--- config.mk ---
export PLATFORM = sky130hd
export DESIGN_NAME = lut_prog_writer
export DESIGN_NICKNAME = d
export VERILOG_FILES = /design/src/rtl/lut_prog_pkg.sv /design/src/rtl/lut_prog_table.sv /design/src/rtl/lut_prog_writer.sv
export SDC_FILE = /design/constraint.sdc
export NUM_CORES = 1
export LEC_CHECK = 0
export CORE_MARGIN = 2
export CORE_UTILIZATION = 61
export DETAILED_ROUTE_END_ITERATION = 10
export GPL_TIMING_DRIVEN = 1
export PLACE_DENSITY = 0.82
export SETUP_SLACK_MARGIN = 0.4
export SYNTH_ARGS = -nofsm -noshare
export SYNTH_HDL_FRONTEND = slang
export SYNTH_HIERARCHICAL = 1
export SYNTH_SLANG_ARGS = --single-unit
--- constraint.sdc ---
create_clock -name clk -period 2.75 [get_ports clk]
set_input_delay 0.275 -clock clk [delete_from_list [all_inputs] [get_ports clk]]
set_output_delay 0.275 -clock clk [all_outputs]
set_load 0.01 [all_outputs]
--- src/rtl/lut_prog_pkg.sv ---
// Shared types and sizing for the programmable 6-input LUT writer.
package lut_prog_pkg;

  localparam int LUT_ADDR_W = 6;
  localparam int LUT_DEPTH  = 64;
  localparam int CFG_BYTES  = 8;
  localparam int CNT_W      = 3;

  typedef enum logic [1:0] {
    ST_IDLE   = 2'd0,
    ST_LOAD   = 2'd1,
    ST_COMMIT = 2'd2
  } lut_state_t;

  // A frame is well formed only when cfg_last marks exactly the final byte.
  function automatic logic framing_ok(input logic [CNT_W-1:0] cnt, input logic last);
    return last == (cnt == CNT_W'(CFG_BYTES - 1));
  endfunction

endpackage

--- src/rtl/lut_prog_table.sv ---
// Active truth table, registered lookup and optional byte readback (LUT_PROG_READBACK_EN).
module lut_prog_table
  import lut_prog_pkg::*;
#(
  parameter logic [LUT_DEPTH-1:0] RESET_TABLE = 64'h0
) (
  input  logic                  clk,
  input  logic                  rst,
  input  logic                  i_we,
  input  logic [LUT_DEPTH-1:0]  i_wdata,
  input  logic                  i_lk_valid,
  input  logic [LUT_ADDR_W-1:0] i_lk_addr,
  output logic                  o_valid,
  output logic                  o_bit
`ifdef LUT_PROG_READBACK_EN
  ,
  input  logic [CNT_W-1:0]      i_rb_addr,
  output logic [7:0]            o_rb_data
`endif
);

  logic [LUT_DEPTH-1:0] r_active;
  logic                 r_out_valid;
  logic                 r_out_bit;

  // Lookup reads r_active before the commit write lands, so a request on the
  // swap edge sees the old table.
  always_ff @(posedge clk or posedge rst) begin
    if (rst) begin
      r_active    <= RESET_TABLE;
      r_out_valid <= 1'b0;
      r_out_bit   <= 1'b0;
    end else begin
      r_out_valid <= i_lk_valid;
      if (i_lk_valid) begin
        r_out_bit <= r_active[i_lk_addr];
      end
      if (i_we) begin
        r_active <= i_wdata;
      end
    end
  end

  assign o_valid = r_out_valid;
  assign o_bit   = r_out_bit;

`ifdef LUT_PROG_READBACK_EN
  logic [7:0] r_rb_data;

  always_ff @(posedge clk or posedge rst) begin
    if (rst) begin
      r_rb_data <= 8'h00;
    end else begin
      r_rb_data <= r_active[{i_rb_addr, 3'b000} +: 8];
    end
  end

  assign o_rb_data = r_rb_data;
`endif

endmodule

--- src/rtl/lut_prog_writer.sv ---
// Byte-serial loader for a 64-entry LUT with shadow table and atomic commit.
// Optional readback ports are enabled with LUT_PROG_READBACK_EN.
module lut_prog_writer
  import lut_prog_pkg::*;
#(
  parameter logic [63:0] RESET_TABLE = 64'h0
) (
  input  logic       clk,
  input  logic       rst,
  input  logic       cfg_valid,
  output logic       cfg_ready,
  input  logic [7:0] cfg_data,
  input  logic       cfg_last,
  input  logic       in_valid,
  input  logic [5:0] in_addr,
  output logic       out_valid,
  output logic       out_bit,
  output logic       cfg_err,
  output logic       tbl_commit
`ifdef LUT_PROG_READBACK_EN
  ,
  input  logic [2:0] rb_addr,
  output logic [7:0] rb_data
`endif
);

  lut_state_t           r_state;
  logic [CNT_W-1:0]     r_cnt;
  logic [LUT_DEPTH-1:0] r_shadow;
  logic                 r_cfg_ready;
  logic                 r_cfg_err;
  logic                 r_tbl_commit;
  logic                 w_accept;
  logic                 w_commit;

  assign w_accept = cfg_valid & r_cfg_ready;
  assign w_commit = (r_state == ST_COMMIT);

  always_ff @(posedge clk or posedge rst) begin
    if (rst) begin
      r_state      <= ST_IDLE;
      r_cnt        <= '0;
      r_shadow     <= '0;
      r_cfg_ready  <= 1'b1;
      r_cfg_err    <= 1'b0;
      r_tbl_commit <= 1'b0;
    end else begin
      r_tbl_commit <= 1'b0;
      case (r_state)
        ST_IDLE, ST_LOAD: begin
          if (!w_accept) begin
            if (r_state == ST_IDLE) begin
              r_cnt <= '0;
            end
          end else if (!framing_ok(r_cnt, cfg_last)) begin
            r_cfg_err <= 1'b1;
            r_shadow  <= '0;
            r_cnt     <= '0;
            r_state   <= ST_IDLE;
          end else begin
            r_shadow[{r_cnt, 3'b000} +: 8] <= cfg_data;
            r_cnt <= r_cnt + CNT_W'(1);
            if (r_cnt == CNT_W'(CFG_BYTES - 1)) begin
              r_state      <= ST_COMMIT;
              r_cfg_ready  <= 1'b0;
              r_tbl_commit <= 1'b1;
            end else begin
              r_state <= ST_LOAD;
            end
          end
        end
        ST_COMMIT: begin
          // The table module copies r_shadow on this same edge.
          r_state     <= ST_IDLE;
          r_cfg_ready <= 1'b1;
          r_shadow    <= '0;
          r_cnt       <= '0;
        end
        default: begin
          r_state     <= ST_IDLE;
          r_cfg_ready <= 1'b1;
          r_cnt       <= '0;
        end
      endcase
    end
  end

  assign cfg_ready  = r_cfg_ready;
  assign cfg_err    = r_cfg_err;
  assign tbl_commit = r_tbl_commit;

  lut_prog_table #(
    .RESET_TABLE(RESET_TABLE)
  ) u_table (
    .clk       (clk),
    .rst       (rst),
    .i_we      (w_commit),
    .i_wdata   (r_shadow),
    .i_lk_valid(in_valid),
    .i_lk_addr (in_addr),
    .o_valid   (out_valid),
    .o_bit     (out_bit)
`ifdef LUT_PROG_READBACK_EN
    ,
    .i_rb_addr (rb_addr),
    .o_rb_data (rb_data)
`endif
  );

endmodule

==> results by group, run 1 <==
Power and ir drop
  • Leak pwr: 3.55 nW
  • Pwr dens: 560 nW/um^2
  • VDD IR max: 0.368 mV

Layout
  • Register Area: 3450 um^2
  • Fillers: 679
  • Final net count: 612
  • Layout area overhead: 14.0%
  • Share of layout cells above drive strength 1: between 20% and 30%
  • Multi-input gate area: a little over 3000 um^2
  • Ant. Diodes: 0

Die
  • Die Height: ~110 um
  • Die ar.: approximately 12000 um^2
  • IO Pins: 24
  • Core area: 10900 um^2
  • Initial Util: between 60% and 70%
  • Die W: 110 um
  • Rows: 38

Setup path
  • Critical Path End Type: flop
  • Worst reg2reg setup slack: 0.50 ns
  • CP startpoint kind: flop
  • Req. time, crit path: 3.08 ns
  • CP Max Fanout: 8
  • R2R Path Start: r_cnt[1]
  • Critical path type: flop to flop
  • Worst r2r dst: r_shadow[20]
  • Arrival @ worst endpoint: 2.58 ns
  • Cell depth of the worst flop-to-flop path: 8

Global route
  • Initial antenna violation count: 0
  • Vias in the first global route: about 5000
  • Total track usage: between 30 and 40%
  • First-pass GRT wire length: 27500 um
  • Largest net degree at the start of global routing: 84
  • GRT Residual Overflow: 0

Outcome
  • Status: finished, final reports clean

CTS
  • Clk sinks: 138
  • Clock Latency Late Sink: 0.42 ns
  • CTS tree: built
  • CTS clk-pin slew, worst paths: about 0.060 ns
  • Root buffer cell: clkbuf_16
  • Clock Path Buffers: 2
  • CTS HTree Levels: 4
  • CTS Buf Count: 17
  • Cts hold-fix bufs: 0

Routing
  • Starting DRT DRC Count: 668
  • Routed via count: 5183
  • Vias/cell: 7.03
  • Drt wl/cell: 23.7 um
  • Post-detailed-routing wire length: 17400 um
  • Drt first pass iters: 6
  • Drt drc: 0
  • Antenna Nets Post-Route: 0

Logic synthesis
  • Post-synth cell types: 52
  • Syn avg cell area: 12.2 um^2
  • Synthesized flop and latch total: 138
  • Synth top area cells: dfrtp_1 50%, mux2_2 10%, nand3_1 6.0%
  • Syn. warnings: 6
  • Post-synth ARST share: 100%
  • Post-Syn Instances: between 500 and 600
  • Synth top area share: 49.7%
  • Register area share after synthesis: 50.1%
  • Top_reg_cell synth: dfrtp_1
  • Syn Nets: slightly below 600
  • Cell area after synthesis: around 6900 um^2
  • Cell taking the most area after synthesis: dfrtp_1
  • Number of enable flip-flop cells after synthesis: 0

STA
  • Final worst slack: 0.503 ns
  • Max-slew violation count: 0
  • Max Freq: 0.445 GHz
  • Hold Fails Final Rpt: 0
  • Rel. slew slack: 44.8%
  • RSZ-0062 raised after global routing: no
  • Final setup viols: 0
  • Worst Clk Skew: ~0.0042 ns
  • Setup_tns: 0 ns
  • Final period util: between 80% and 90%
  • Worst slew pin tran: 0.826 ns
  • Fin crit period: 2.25 ns

Place
  • Hpwl dp: 11200 um
  • Dpl ws: 0.232 ns
  • I/O Buffers: 23
  • Placer congestion estimate: 0.812

Flow run
  • Max_cap viols: 0

Hold path
  • Worst min-delay path category: primary input to asynchronous set/reset pin
[what timing repair did]
item                       CTS  global route
setup endpoints to repair   34            58
gates resized for setup      2             6
pin swaps                    0             2
buffers inserted             6             3
[stage by stage]
step,hold WS [ns],power [W],instances,cell area [um^2],util (%)
3_3_place_gp,0.448,0.00224,696,7190,65.8
2_1_floorplan,0.306,0.00217,565,6890,-
3_5_place_dp,0.461,0.00225,696,7190,65.8
4_1_cts,0.343,0.00441,734,7820,71.5
5_1_grt,0.384,0.00452,737,7860,71.8
6_report,0.306,0.00440,737,7860,71.8
[cell usage after synthesis (2+ instances only)]
master     instances
a31oi_1            2
nand3_1           83
a221o_1           16
nand4b_1           2
dfrtp_1          137
mux4_1             7
buf_4              5
a311oi_1           2
and2_1             3
nor2_2             2
nand2b_1           4
and4_1            16
o211ai_1          24
inv_1             18
nor3b_4            2
nand3b_1           2
o2111ai_1          8
o221ai_1          16
nor2_1             3
mux2i_1           28
buf_6              4
o311ai_2           3
clkbuf_1          19
nor2b_1            2
a22oi_1            4
ha_1               9
a211o_1            2
mux4_2             2
a21oi_1            5
nand4_1           27
buf_2             19
nand2_1            5
buf_1              2
mux2_2            64
[cell families (layout without fill, tap and decap cells)]
logic type,count (synthesis),in the layout,share of synthesized area (%)
AO/OA/AOI/OAI,86,86,10.9
AND/OR/NAND/NOR,161,161,14.2
adder cells (fa/ha/maj),9,9,1.63
multiplexers,101,101,17.8
flip-flops,138,138,50.1
buffers and inverters,70,102,5.25
[final cells by class]
class	count	share of cell area [%]
Timing Repair Buffer	51	6.08
Tap cell	140	2.23
Multi-Input combinational cell	357	39.4
Clock inverter	13	1.55
Clock buffer	19	5.77
Inverter	19	0.956
Sequential cell	138	44.0
[layer usage]
layer	vias up	global-route usage, %	wire length, um
met1	2594	41.0	7010
met3	50	7.70	1440
met4	0	12.4	478
li1	2232	-	-
met5	-	0	0
met2	307	48.2	8520
[power breakdown]
| group | switching, W | total (W) | internal (W) | leakage [nW] |
|---|---|---|---|---|
| Sequential | 0.00000128 | 0.00203 | 0.00203 | 1.92 |
| Combinational | 0.000120 | 0.000184 | 0.0000643 | 1.37 |
| Clock | 0.000890 | 0.00218 | 0.00129 | 0.256 |
[worst max-delay path by stage]
stage,startpoint,end,cells after the start
after global routing,r_cnt[1],r_shadow[19],8
after global placement,in_addr[0],u_table/o_bit,5
after floorplan,r_cnt[1],r_shadow[1],9
after detailed placement,in_addr[0],u_table/o_bit,5
final,r_cnt[1],r_shadow[20],8
after CTS,r_cnt[0],r_shadow[35],7
[layout by cell type (no fill, tap or decap), types with 3 or more instances in the layout]
cell type	n
a21oi_1	5
a221o_1	16
a22oi_1	4
and2_1	3
and4_1	16
buf_12	3
buf_4	25
clkbuf_16	17
clkdlybuf4s50_1	23
clkinvlp_4	9
dfrtp_1	137
ha_1	6
ha_2	3
inv_1	15
inv_2	3
mux2_2	64
mux2i_1	28
mux4_1	7
nand2_1	5
nand2b_1	3
nand3_1	83
nand4_1	27
nor2_1	3
o2111ai_1	8
o211ai_1	24
o221ai_1	16
o311ai_2	3
[state kept, by name, indices dropped and copies added, names as in the netlist]
register	cells
u_table/o_bit	1
u_table/r_active	64
r_shadow	64
r_cnt	3
tbl_commit	1
cfg_err	1
u_table/o_valid	1
r_state	2
cfg_ready	1
[critical path: stages, from the launching register on]
cell and delay (ns):
dfrtp_1 0.36, buf_4 0.18, inv_1 0.07, ha_1 0.20, ha_2 0.41, buf_4 0.20
nand3_1 0.12, a211o_2 0.42, o211ai_1 0.19
(Power assumes the default switching activity.)
==> run 2: changes to the inputs <==
CORE_UTILIZATION = 55   (was 61)
PLACE_DENSITY = 0.79   (was 0.82)
clock period = 2 ns   (was 2.75 ns; I/O delays follow)
==> results by group, run 2 (synthesis results as in run 1) <==
Outcome
  • Status: finished, final reports clean

Global route
  • Largest net degree at the start of global routing: 73 (-13%)
  • M2 GR Usage: 48.0% (-0.21 points)
  • Met1 Use GR: 39.7% (-1.3 points)
  • Total track usage: 30.7% (+0.068 points)
  • First-pass GRT wire length: 30900 um (+12%)
  • Initial antenna violation count: 0 (unchanged)
  • GRT met3 Usage: 7.06% (-0.64 points)
  • Vias in the first global route: 5598 (+11%)
  • GR peak layer: met2
  • GRT Residual Overflow: 0 (unchanged)

Die
  • Die Height: 116 um (+5.1%)
  • IO Pins: 24 (unchanged)
  • Die W: 116 um (+5.1%)
  • Die ar.: 13400 um^2 (+11%)
  • Initial Util: 56.9% (-6.1 points)
  • Rows: 40 (+5.3%)
  • Core area: 12100 um^2 (+11%)

STA
  • Worst slew pin tran: 0.731 ns (-0.0949 ns)
  • Final worst slack: 0.00401 ns (-0.499 ns)
  • Final setup viols: 0 (unchanged)
  • Setup_tns: 0 ns (unchanged)
  • RSZ-0062 raised after global routing: yes
  • Fin crit period: 2.00 ns (-0.251 ns)
  • Final period util: 99.8% (+18 points)
  • Hold Fails Final Rpt: 0 (unchanged)
  • Rel. slew slack: 51.2% (+6.4 points)
  • Worst Clk Skew: 0.0142 ns (+0.00998 ns)
  • Max-slew violation count: 0 (unchanged)
  • Max Freq: 0.501 GHz (+13%)

Setup path
  • Arrival @ worst endpoint: 2.32 ns (-0.26 ns)
  • CP startpoint kind: flop
  • Worst reg2reg setup slack: 0.004 ns (-0.50 ns)
  • Crit path depth: 9 (+1)
  • CP Launch Point: r_cnt[1]
  • Crit-path max cell delay: 0.43 ns (about the same)
  • Worst r2r dst: r_shadow[61]
  • CP most frequent cell: ha_4
  • Family with the most delay on the worst path: adder cells
  • Critical path type: flop to flop
  • Req. time, crit path: 2.33 ns (-0.75 ns)
  • R2R Path Start: r_cnt[1]
  • Crit path capture: r_shadow[61]
  • Worst-path cell chain: ha_4, ha_4, inv_4, ha_4, nor4bb_1, buf_4, buf_6, nand4_1, o211ai_1
  • Critical Path End Type: flop
  • CP Max Fanout: 8 (unchanged)
  • Slowest cell on the critical path: dfrtp_2
  • Cell depth of the worst flop-to-flop path: 9 (+1)
  • WP buf/inv: 3 (unchanged)

Layout
  • Post-layout util: 70.0% (-1.8 points)
  • Ant. Diodes: 0 (unchanged)
  • Final net count: 639 (+4.4%)
  • Share of layout cells above drive strength 1: 31.6% (+6.4 points)
  • Commonest non-fill, non-tap cells in the layout: 135 x dfrtp_1, 83 x nand3_1, 64 x mux2_2, 42 x buf_4, 28 x mux2i_1
  • Layout area overhead: 23.1%
  • Post-layout instance area: 8480 um^2 (+8.0%)
  • Most common cell after layout, fill and taps aside: dfrtp_1
  • Biggest regs: r_shadow x64, u_table/r_active x64, r_cnt x3

Routing
  • Vias/cell: 6.93 (-1.4%)
  • Post-detailed-routing wire length: 19700 um (+13%)
  • Drt wl/cell: 24.9 um (+5.1%)
  • Drt drc: 0 (unchanged)
  • Routed via count: 5490 (+5.9%)
  • Starting DRT DRC Count: 648 (-3.0%)
  • Drt first pass iters: 7 (+1)
  • Antenna Nets Post-Route: 0 (unchanged)

Place
  • I/O Buffers: 23 (unchanged)
  • Cell area after placement: 7530 um^2 (+4.6%)
  • Dpl ws: -0.130 ns (-0.362 ns)
  • Hpwl dp: 12100 um (+8.5%)
  • Placer congestion estimate: 0.875 (+7.8%)

CTS
  • CTS tree: built
  • Clk sinks: 138 (unchanged)
  • CTS HTree Levels: 4 (unchanged)
  • CTS clk-pin slew, worst paths: 0.06 ns (about the same)
  • Clock Latency Late Sink: 0.43 ns (about the same)
  • Cts hold-fix bufs: 0 (unchanged)
  • CTS Buf Count: 17 (unchanged)
  • Clock Path Buffers: 2 (unchanged)
  • Root buffer cell: clkbuf_16

Power and ir drop
  • Pwr dens: 761 nW/um^2 (+36%)
  • Leak pwr: 3.80 nW (+7.2%)
  • VDD IR max: 0.541 mV (+47%)

Hold path
  • Worst min-delay path category: primary input to asynchronous set/reset pin

Flow run
  • Max_cap viols: 0 (unchanged)
[run 2: cell count changes in the layout (fill, tap and decap cells not counted), sizes merged, moves of 2 or more]
cell / before / now
clkinvlp: 9 / 4
clkdlybuf4s50: 23 / 20
clkbuf: 19 / 21
bufinv: 1 / 4
buf: 28 / 54
dlygate4sd2: 0 / 3
[run 2: area by class of cell]
type,instances,area (um^2)
fillers,818,3630
flip-flops and latches,138,3460
multi-input cells,357,3320
repair buffers,78,769
clock buffers,21,460
well taps,168,210
clock inverters,11,168
inverters,19,96.3
[run 2: power breakdown]
| part | internal [W] | switching (W) | total [W] |
|---|---|---|---|
| Clock | 0.00215 | 0.00122 | 0.00337 |
| Sequential | 0.00280 | 0.00000223 | 0.00280 |
| Combinational | 0.000110 | 0.000176 | 0.000286 |
| Total | 0.00506 | 0.00140 | 0.00645 |
[run 2: how the worst min path moves through the flow]
stage / start / to / slack, ns / depth (start not counted)
detailed placement: cfg_err / cfg_err / 0.46 / 1
global placement: cfg_err / cfg_err / 0.45 / 1
CTS: rst / r_shadow[28] / 0.24 / 2
floorplan: in_valid / u_table/o_valid / 0.23 / 0
global route: rst / r_shadow[29] / 0.27 / 2
finish: rst / r_shadow[29] / 0.24 / 2
[run 2: timing repair]
action,4_1_cts,5_1_grt
pin swaps,11,14
setup endpoints to repair,128,127
gates resized for setup,30,13
setup buffers,10,3
cloned,1,0
[run 2: per-stage QoR]
step	std cells	power, W	hold slack, ns
finish	792	0.00645	0.236
floorplan	565	0.00299	0.231
global route	792	0.00661	0.273
CTS	789	0.00644	0.237
global placement	746	0.00311	0.455
detailed placement	746	0.00312	0.457
[run 2: per-layer routing]
layer | vias up | wire length [um]
li1 | 2297 | -
met1 | 2766 | 7690
met2 | 333 | 9380
met3 | 94 | 1490
met4 | 0 | 1150
met5 | - | 0
==> run 3: changes to the inputs <==
CAP_MARGIN = 20   (was unset)
SLEW_MARGIN = 25   (was unset)
==> results of run 3 <==
Final layout, timing and power as in run 2 (identical DEF).
